$ cat config.mk
export PLATFORM = sky130hd
export DESIGN_NAME = status_tx
export DESIGN_NICKNAME = d
export VERILOG_FILES = /design/src/rtl/status_tx_pkg.sv /design/src/rtl/status_tx.sv
export SDC_FILE = /design/constraint.sdc
export NUM_CORES = 1
export LEC_CHECK = 0
export BUFFER_PORTS_ARGS = -buffer_cell sky130_fd_sc_hd__clkbuf_2
export CAP_MARGIN = 20
export CORE_UTILIZATION = 40
export DETAILED_ROUTE_END_ITERATION = 10
export PLACE_DENSITY = 0.66
export SKIP_CTS_REPAIR_TIMING = 1
export SLEW_MARGIN = 25
export SYNTH_ARGS = -nofsm -noshare
export SYNTH_HDL_FRONTEND = slang
export SYNTH_SLANG_ARGS = --single-unit
export TNS_END_PERCENT = 20
$ cat constraint.sdc
create_clock -name clk -period 3.55 [get_ports clk]
set_input_delay 0.71 -clock clk [delete_from_list [all_inputs] [get_ports clk]]
set_output_delay 0.71 -clock clk [all_outputs]
set_load 0.02 [all_outputs]
$ cat src/rtl/status_tx_pkg.sv
// Shared types and constants for the status frame sent back to the MCU.
// The snapshot packing matches the receive-side command path byte order.
package status_tx_pkg;

  localparam int STATUS_WIDTH = 8;
  localparam int STATUS_WORD  = 32;
  localparam int STATUS_N_OSC = 16;

  localparam logic [7:0] STATUS_HEADER = 8'hA5;

  typedef struct packed {
    logic [STATUS_WORD-1:0]  volume;
    logic [STATUS_WORD-1:0]  reverb;
    logic [STATUS_N_OSC-1:0] osc_active;
  } status_t;

  typedef enum logic [1:0] {
    IDLE,
    SEND,
    CSUM
  } tx_state_t;

  // Header word, every payload word, then the checksum word.
  function automatic int frame_len(input int width, input int word, input int n_osc);
    return 1 + (2 * word) / width + n_osc / width + 1;
  endfunction

endpackage

$ cat src/rtl/status_tx.sv
// Serializes a status snapshot (header, volume, reverb, oscillator mask, XOR
// checksum) into WIDTH-bit words for the SPI slave using a valid/ready handshake.
module status_tx
  import status_tx_pkg::*;
#(
  parameter int WIDTH = STATUS_WIDTH,
  parameter int WORD  = STATUS_WORD,
  parameter int N_OSC = STATUS_N_OSC
) (
  input  logic             clk,
  input  logic             rst,
  input  logic             start,
  input  logic             abort,
  input  logic [WORD-1:0]  volume,
  input  logic [WORD-1:0]  reverb,
  input  logic [N_OSC-1:0] osc_active,
  input  logic             tx_ready,
  output logic             tx_valid,
  output logic [WIDTH-1:0] tx_data,
  output logic             busy,
  output logic             done
);

  localparam int N_WORDS   = (2 * WORD + N_OSC) / WIDTH;
  localparam int FRAME_LEN = frame_len(WIDTH, WORD, N_OSC);
  localparam int IDX_W     = $clog2(FRAME_LEN);
  localparam logic [IDX_W-1:0] LAST_PAYLOAD = IDX_W'(FRAME_LEN - 2);

  tx_state_t               state_q, state_d;
  logic [IDX_W-1:0]        idx_q, idx_d;
  logic [WIDTH-1:0]        csum_q, csum_d;
  status_t                 snap_q, snap_d;
  logic                    done_q, done_d;

  logic [N_WORDS-1:0][WIDTH-1:0] snapWords;
  logic [IDX_W-1:0]              wordSel;
  logic [WIDTH-1:0]              txWord;

  // Index 1 is the most significant snapshot word, which lives at the top of the packed array.
  assign snapWords = snap_q;
  assign wordSel   = IDX_W'(N_WORDS) - idx_q;

  always_comb begin
    txWord = '0;
    case (state_q)
      SEND:    txWord = (idx_q == '0) ? STATUS_HEADER : snapWords[wordSel];
      CSUM:    txWord = csum_q;
      default: txWord = '0;
    endcase
  end

  assign tx_valid = (state_q == SEND) || (state_q == CSUM);
  assign tx_data  = txWord;
  assign busy     = (state_q != IDLE);
  assign done     = done_q;

  // Abort wins over everything; start is ignored during the done pulse so a new frame needs a clean IDLE cycle.
  always_comb begin
    state_d = state_q;
    idx_d   = idx_q;
    csum_d  = csum_q;
    snap_d  = snap_q;
    done_d  = 1'b0;

    if (abort) begin
      state_d = IDLE;
      idx_d   = '0;
      csum_d  = '0;
    end else begin
      case (state_q)
        IDLE: begin
          if (start && !done_q) begin
            snap_d  = '{volume: volume, reverb: reverb, osc_active: osc_active};
            idx_d   = '0;
            csum_d  = '0;
            state_d = SEND;
          end
        end
        SEND: begin
          if (tx_ready) begin
            csum_d = csum_q ^ txWord;
            idx_d  = idx_q + 1'b1;
            if (idx_q == LAST_PAYLOAD) begin
              state_d = CSUM;
            end
          end
        end
        CSUM: begin
          if (tx_ready) begin
            done_d  = 1'b1;
            idx_d   = '0;
            csum_d  = '0;
            state_d = IDLE;
          end
        end
        default: state_d = IDLE;
      endcase
    end
  end

  always_ff @(posedge clk or posedge rst) begin
    if (rst) begin
      state_q <= IDLE;
      idx_q   <= '0;
      csum_q  <= '0;
      snap_q  <= '0;
      done_q  <= 1'b0;
    end else begin
      state_q <= state_d;
      idx_q   <= idx_d;
      csum_q  <= csum_d;
      snap_q  <= snap_d;
      done_q  <= done_d;
    end
  end

endmodule

==> results_dict.tcl, run 1 <==
set metrics [dict create \
    status "complete, but fails checks" \
    violations "design-rule violations" \
    rows 39 \
    fin_util 0.4942 \
    worst_slew_pin_slew_ps 704.6 \
    track_usage 0.1839 \
    numPortBuffers 95 \
    yosysSeqAreaShare 0.4922 \
    fmax_mhz 295.8 \
    synth_simple_gate_area_frac 0.07150 \
    critPathKind "reg -> out" \
    required_ps 2840 \
    drv_slew 0 \
    drive_gt1_frac 0.4924 \
    wl_met1_mm 4.697 \
    leakagePower_nw 2.531 \
    synth_cell_type_count 50 \
    worst_setup_path_end_kind "output pin" \
    hold_viol_final 0 \
    grt_first_pass_wirelength_mm 17.75 \
    die_w_um 111.9 \
    ir_drop_mv 0.3215 \
    wl_met2_mm 5.135 \
    total_power_w 0.003442 \
    wirelength_mm 10.62 \
    synth_cells 366 \
    finalSetupViolCount 0 \
    layout.cells.non_filler 604 \
    grt_overflow 0 \
    fin_crit_sh 0.9522 \
    ioPinCount 96 \
    finalClockSkew_ps 6.653 \
    clock_latency_ps 340 \
    arrival_ps 2670 \
    route.met3.wl_um 572 \
    vias 3322 \
    rsz0062_at_grt "false" \
    cp-start-kind "register" \
    dp_hpwl_mm 7.840 \
    num_antenna_cells 0 \
    via_per_inst 5.500 \
    grt_pass1_vias 3426 \
    synth_area_per_cell_um2 13.20 \
    cp_max_fo 31 \
    clkTransAtPathRegs_ps 60 \
    setup_ws_ps 169.6 \
    antenna_found_initial 0 \
    pre_cts_slack_ps 273.1 \
    synth_adder_area_share 0.01813 \
    root_buffer "clkbuf_16" \
    placed_cell_area_um2 5455 \
    synth_top_family_by_area "multiplexers" \
    fin_nets 551 \
    placedCellCount 590 \
    min_period_ps 3380 \
    r2r-start "state_q[0]$_DFFE_PP0P_" \
    fp.dieH_um 111.9 \
    synth_warnings 0 \
    synth-compound-area-share 0.09637 \
    dr.pass1.iters 9 \
    dieArea_um2 12520 \
    drc_errors 4 \
    wl_per_cell_um 17.57 \
    drt_iter0_markers 152 \
    slew_headroom 0.5297 \
    antenna_left 0 \
    cts_buffers 9 \
    netlist_area_um2 4830 \
    final.fill_count 1031 \
    synthXorXnorAreaFrac 0.001813 \
    cap_violations 0 \
    grt_max_degree 81 \
    cts_buffer_depth 2 \
    area_growth_syn_to_layout_pct 18.83 \
    powerDensity_nw_per_um2 599.7 \
    holdCritPathClass "in -> async" \
    initial_utilization 0.4159 \
    core_region_area_um2 11610 \
    ff2ff_path_depth 8 \
    cts_tree "done" \
    top_layer "met4" \
    clock-sinks 95 \
    fin_area_um2 5739 \
    synth_seq_cells 95 \
    crit_path_start "idx_q[0]$_DFFE_PP0P_" \
    h-tree-depth 3 \
    synth.area.mux_share 0.2870 \
    place_congestion 0.8410 \
    syn-num-nets 458 \
]
## worst max-delay path, cell delays in order (launching register included)
cell and delay [ps]:
dfrtp_1 390, buf_12 240, ha_1 290, and4bb_2 270, o21ai_2 210, a21oi_2 150, a221oi_2 460, o21ai_0 140
clkbuf_2 180
## cells in the final DEF (no fill, tap or decap), drive strengths merged, types with 2 or more instances in the layout
| cell type | count |
|---|---|
| and3b | 2 |
| o21bai | 3 |
| ha | 7 |
| inv | 10 |
| a221oi | 3 |
| nand3 | 6 |
| nand2 | 14 |
| clkinv | 3 |
| nor3b | 3 |
| a21boi | 8 |
| dfrtp | 95 |
| mux2i | 5 |
| a211oi | 8 |
| clkbuf | 106 |
| nand3b | 3 |
| buf | 7 |
| o21ai | 12 |
| a31oi | 4 |
| and2 | 2 |
| mux4 | 16 |
| o31ai | 5 |
| or3 | 8 |
| nor2 | 9 |
| nor3 | 4 |
| nand2b | 4 |
| mux2 | 84 |
| a21oi | 15 |
| nor2b | 4 |
## through the flow
step | hold WS (ps) | setup TNS [ps]
floorplan | 472.0 | 0
global placement | 485.0 | 0
detailed placement | 490.9 | 0
CTS | 473.2 | -172.7
global route | 502.6 | 0
finish | 442.3 | 0
## worst paths after layout
kind / endpoint / slack [ps]
max in group asynchronous: snapWords[29]$_DFFE_PP0P_ / 2370
hold reg to reg: snapWords[57]$_DFFE_PP0P_ / 500
setup reg to reg: idx_q[2]$_DFFE_PP0P_ / 1090
setup / recovery: tx_data[1] / 170
hold / removal: snapWords[44]$_DFFE_PP0P_ / 440
min in group clk: snapWords[57]$_DFFE_PP0P_ / 500
## per-layer routing
layer / up-vias / track usage
met2: 98 / 0.2961
met3: 16 / 0.03865
met1: 1669 / 0.2449
li1: 1539 / -
met5: - / 0
met4: 0 / 0.06847
## power breakdown
group | switching (W) | internal, W
Combinational | 0.000474 | 0.000601
Sequential | 0.000157 | 0.00136
Clock | 0.000375 | 0.000479
## synth_stat cells, drive strengths merged
cell type  number  area [um2]
a22oi           1       7.510
or2             1       6.260
o21ba           1       10.01
a21o            1       7.510
mux4           16       390.4
nor2            9       33.78
o21a            1       7.510
a31oi           4       25.02
a21oi          15       75.07
xnor2           1       8.760
and2            2       12.51
a211oi          8       60.06
nand3b          3       22.52
dfrtp          95        2377
o21ai          12       63.81
ha              7       87.58
o2bb2ai         1       15.01
mux2           84       945.9
o31ai           5       57.56
nand2b          4       25.02
or3             8       50.05
nand3           6       30.03
buf            18       110.1
and4bb          1       12.51
a311oi          1       8.760
a21boi          8       63.81
nor3            4       20.02
and4            1       8.760
clkbuf          2       7.510
a211o           1       8.760
a221oi          3       32.53
and3b           2       18.77
nor2b           4       25.02
nand2          14       52.55
mux2i           5       50.05
nor3b           3       27.52
o21bai          3       22.52
inv            11       41.29
## area by class of cell
| type | instances | area (um2) | area share |
|---|---|---|---|
| clock inverters | 2 | 10.01 | 0.001744 |
| flip-flops and latches | 95 | 2379 | 0.4144 |
| clock buffers | 11 | 242.7 | 0.04229 |
| multi-input cells | 240 | 2321 | 0.4044 |
| repair buffers | 102 | 565.5 | 0.09854 |
| well taps | 143 | 178.9 | 0.03118 |
| inverters | 11 | 42.54 | 0.007412 |
## sequential cells by signal, indices dropped and copies added (netlist names)
name	flops
idx_q	4
csum_q	8
snapWords	80
done	1
state_q	2
## kinds of logic (layout without fill, tap and decap cells)
family	after synthesis	in the layout
muxes	105	105
DFF	95	95
AOI/OAI and AO/OA	65	65
and+or+nand+nor	62	62
buffers and inverters	31	126
adders and majority gates	7	7
xor gates and xnor gates	1	1
(Power assumes the default switching activity.)
==> inputs of run 2 (changes only) <==
RECOVER_POWER = 50   (was unset)
==> results_dict.tcl, run 2 (same netlist as run 1, synthesis figures left out) <==
set metrics [dict create \
    leakagePower_nw 2.513 \
    clkTransAtPathRegs_ps 60 \
    initial_utilization 0.4159 \
    max_stage_delay_ps 440 \
    clock-sinks 95 \
    wirelength_mm 10.58 \
    cts_tree "done" \
    vias 3296 \
    violations "design-rule violations, max-capacitance violations, max-slew violations" \
    worstHoldPathCells 1 \
    rows 39 \
    setup_ws_ps 184.1 \
    antenna_left 0 \
    via_per_inst 5.457 \
    finalSetupViolCount 0 \
    hold_viol_final 0 \
    powerDensity_nw_per_um2 603.6 \
    fp.dieH_um 111.9 \
    largest_reg_flops 80 \
    critical-path-slowest-cell "dfrtp_2" \
    holdCritPathClass "reg -> reg" \
    die_w_um 111.9 \
    pre_cts_slack_ps 273.1 \
    fin_nets 551 \
    min_period_ps 3366 \
    layout_common_cells "clkbuf_2, dfrtp_1, mux2_2, a21oi_1, nand2_1" \
    root_buffer "clkbuf_16" \
    final_common_cell "clkbuf_2" \
    rrSetupSlack_ps 500 \
    cp_top_family "compound AO/OA/AOI/OAI gates" \
    dr.pass1.iters 7 \
    crit_top_cell "inv_1" \
    drt_iter0_markers 159 \
    arrival_ps 2660 \
    numPortBuffers 95 \
    path_buf_inv 4 \
    path_cells "inv_1 -> ha_2 -> buf_4 -> mux4_2 -> a211oi_1 -> a31oi_1 -> o31ai_2 -> inv_1 -> clkbuf_2" \
    drc_errors 4 \
    drive_gt1_frac 0.4881 \
    required_ps 2840 \
    finalClockSkew_ps 7.663 \
    area_growth_syn_to_layout_pct 18.06 \
    worst_setup_path_end_kind "output pin" \
    cts_buffer_depth 2 \
    h-tree-depth 3 \
    grt_first_pass_wirelength_mm 17.75 \
    cap_violations 2 \
    track_usage 0.1839 \
    grt_max_degree 81 \
    core_region_area_um2 11610 \
    status "complete, but fails checks" \
    slew_headroom -0.3146 \
    clock_latency_ps 340 \
    cp-start-kind "register" \
    ff2ff_path_depth 6 \
    finalSetupTns_ps 0 \
    drv_slew 121 \
    critPathKind "reg -> out" \
    hp-start "snapWords[57]$_DFFE_PP0P_" \
    dp_hpwl_mm 7.840 \
    worst_slew_pin_slew_ps 1972 \
    cp_max_fo 8 \
    ir_drop_mv 0.3216 \
    antenna_found_initial 0 \
    worst_hold_path.endpoint "snapWords[57]$_DFFE_PP0P_" \
    fmax_mhz 297.1 \
    fin_crit_sh 0.9481 \
    r2r-start "state_q[1]$_DFFE_PP0P_" \
    wl_per_cell_um 17.52 \
    dieArea_um2 12520 \
    grt_overflow 0 \
    ioPinCount 96 \
    grt_pass1_vias 3426 \
    cts_buffers 9 \
    timing.rr.end "snapWords[13]$_DFFE_PP0P_" \
    num_antenna_cells 0 \
    place_congestion 0.8410 \
    rsz0062_at_grt "false" \
]
==> run 2: cell count changes in the layout (fill, tap and decap cells not counted), sizes merged <==
cell,delta
clkbuf,+2
clkinv,-1
clkinvlp,+1
buf,-2
==> run 2: layer usage <==
| layer | vias up | global-route usage | routed length (um) |
|---|---|---|---|
| met1 | 1656 | 0.2449 | 4699 |
| li1 | 1539 | - | - |
| met5 | - | 0 | 0 |
| met2 | 85 | 0.2961 | 5122 |
| met4 | 0 | 0.06847 | 208 |
| met3 | 16 | 0.03865 | 553 |
==> run 2: power by group <==
part           switching (W)  internal, W  total, W
combinational       0.000472     0.000603   0.00107
sequential          0.000155      0.00135   0.00151
clock               0.000377     0.000480  0.000857
total                0.00100      0.00244   0.00344
==> run 2: worst max path at each step <==
stage               slack, ps                 start                     to  depth (start not counted)
floorplan                 360                   rst  csum_q[0]$_DFFE_PP0P_                          1
global placement          390  idx_q[0]$_DFFE_PP0P_             tx_data[3]                          8
detailed placement        270  idx_q[0]$_DFFE_PP0P_             tx_data[4]                          8
CTS                      -100  idx_q[0]$_DFFE_PP0P_             tx_data[4]                          8
global route                9  idx_q[1]$_DFFE_PP0P_             tx_data[5]                          9
finish                    180  idx_q[1]$_DFFE_PP0P_             tx_data[5]                          9
==> run 2: through the flow <==
stage | hold slack (ps) | total power, W | util | instance area, um2 | cells
3_3_place_gp | 485.0 | 0.002555 | 0.4697 | 5455 | 590
4_1_cts | 473.2 | 0.003462 | 0.4915 | 5708 | 603
2_1_floorplan | 472.0 | 0.002287 | - | 4830 | 366
5_1_grt | 516.5 | 0.003638 | 0.4910 | 5702 | 604
6_report | 499.2 | 0.003442 | 0.4910 | 5702 | 604
3_5_place_dp | 490.9 | 0.002597 | 0.4697 | 5455 | 590
==> run 2: area by class of cell <==
class                           instances  area (um2)
Clock buffer                           11       242.7
Clock inverter                          2       10.01
Fill cell                            1034        5912
Inverter                               11       42.54
Multi-Input combinational cell        240        2315
Sequential cell                        95        2379
Tap cell                              143       178.9
Timing Repair Buffer                  102       534.3
==> inputs of run 3 (changes only) <==
SETUP_SLACK_MARGIN = 0.5   (was unset)
==> results_dict.tcl, run 3 (same netlist as run 1, synthesis figures left out) <==
set metrics [dict create \
    violations "design-rule violations, max-capacitance violations, max-slew violations" \
    holdCritPathClass "reg -> reg" \
    clock_latency_ps 340 \
    worst_slew_pin_slew_ps 2392 \
    area_growth_syn_to_layout_pct 23.68 \
    layout_common_cells "clkbuf_2, dfrtp_1, mux2_2, buf_4" \
    initial_utilization 0.4159 \
    ir_drop_mv 0.2645 \
    final_common_cell "clkbuf_2" \
    drt_iter0_markers 192 \
    slew_headroom -0.5944 \
    min_period_ps 3102 \
    cts_tree "done" \
    finalSetupViolCount 0 \
    hold_ws_ps 502.7 \
    root_buffer "clkbuf_16" \
    drv_slew 177 \
    crit_path_start "idx_q[1]$_DFFE_PP0P_" \
    antenna_found_initial 0 \
    dr.pass1.iters 7 \
    cts_buffers 9 \
    powerDensity_nw_per_um2 616.7 \
    num_antenna_cells 0 \
    dp_hpwl_mm 7.734 \
    die_w_um 111.9 \
    place_congestion 0.8284 \
    largest_reg_flops 80 \
    critPathKind "reg -> out" \
    cp_max_fo 7 \
    ioPinCount 96 \
    fp.dieH_um 111.9 \
    setup_ws_ps 448.2 \
    fmax_mhz 322.4 \
    status "complete, but fails checks" \
    core_region_area_um2 11610 \
    p_switching_w 0.001115 \
    clock-sinks 95 \
    cts_buffer_depth 2 \
    r2r-start "state_q[1]$_DFFE_PP0P_" \
    h-tree-depth 3 \
    required_ps 2840 \
    drive_gt1_frac 0.5272 \
    antenna_left 0 \
    critical-path-slowest-cell "dfrtp_2" \
    total_power_w 0.003684 \
    pwr-share-clk 0.243 \
    register_area_um2 2380 \
    clkTransAtPathRegs_ps 60 \
    final.fill_count 1012 \
    pre_cts_slack_ps 339.0 \
    fin_crit_sh 0.8737 \
    cap_violations 2 \
    worst_setup_path_end_kind "output pin" \
    leakagePower_nw 2.591 \
    switching_share 0.3028 \
    numPortBuffers 95 \
    finalSetupTns_ps 0 \
    drc_errors 4 \
    internal-power_w 0.002568 \
    placedCellCount 590 \
    via_per_inst 5.512 \
    wl_per_cell_um 17.98 \
    path_buf_inv 2 \
    rows 39 \
    vias 3423 \
    grt_first_pass_wirelength_mm 17.51 \
    grt_pass1_vias 3453 \
    wirelength_mm 11.17 \
    fin_nets 565 \
    path_cells "buf_4 -> ha_4 -> nor2_1 -> nand3b_1 -> a21oi_4 -> nand2_2 -> a21oi_2 -> a21o_1 -> clkbuf_2" \
    cp_top_family "compound AO/OA/AOI/OAI gates" \
    finalClockSkew_ps 7.861 \
    max_stage_delay_ps 450 \
    arrival_ps 2390 \
    track_usage 0.1830 \
    hold_viol_final 0 \
    multi_input_area_um2 2421 \
    power_frac_comb 0.347 \
    rsz0062_at_grt "true" \
    hp-start "snapWords[1]$_DFFE_PP0P_" \
    cp-start-kind "register" \
    layout.cells.non_filler 621 \
    seqPwrFrac 0.410 \
    grt_max_degree 96 \
    grt_overflow 0 \
    dieArea_um2 12520 \
]
run 3: changes by cell type in the layout (fill, tap and decap cells not counted), sizes merged:
cell / delta
buf: +14
clkbuf: +3
clkinv: -1
clkinvlp: +1
run 3: cell type report:
class / count / share of cell area
Timing Repair Buffer: 116 / 0.1135
Inverter: 11 / 0.007541
Sequential cell: 95 / 0.3984
Tap cell: 143 / 0.02995
Multi-Input combinational cell: 240 / 0.4053
Clock inverter: 2 / 0.002723
Clock buffer: 14 / 0.04252
run 3: power groups by stage:
stage	Combinational [W]	Clock, W	Sequential (W)
4_1_cts	0.00107	0.000918	0.00151
5_1_grt	0.00137	0.000957	0.00155
6_report	0.00128	0.000895	0.00151
3_3_place_gp	0.00104	0	0.00152
3_5_place_dp	0.00106	0	0.00153
2_1_floorplan	0.000827	0	0.00146
run 3: through the flow:
stage / instance area, um2 / utilization
after global routing: 5973 / 0.5143
after detailed placement: 5445 / 0.4689
after global placement: 5445 / 0.4689
after floorplan: 4833 / -
final: 5973 / 0.5143
after CTS: 5715 / 0.4921
run 3: worst paths after layout:
kind,endpoint,cells past startpoint,slack (ps)
setup / recovery,tx_data[6],9,450
hold / removal,snapWords[1]$_DFFE_PP0P_,1,500
setup reg to reg,snapWords[74]$_DFFE_PP0P_,6,470
hold reg to reg,snapWords[1]$_DFFE_PP0P_,1,500
max in group asynchronous,idx_q[0]$_DFFE_PP0P_,3,720
min in group asynchronous,state_q[1]$_DFFE_PP0P_,3,1230
run 3: per-layer routing:
layer | up-vias | part of all wire | global-route usage
li1 | 1576 | - | -
met1 | 1732 | 0.45 | 0.2457
met2 | 102 | 0.48 | 0.2849
met3 | 13 | 0.053 | 0.05063
met4 | 0 | 0.017 | 0.06396
met5 | - | 0 | 0
run 3: worst reg2reg max path, cell delays in order, from the launching register on:
cell	delay [ps]
dfrtp_1	390
inv_1	130
ha_1	260
inv_1	90
nor3_2	140
clkbuf_2	1370
mux2_2	570
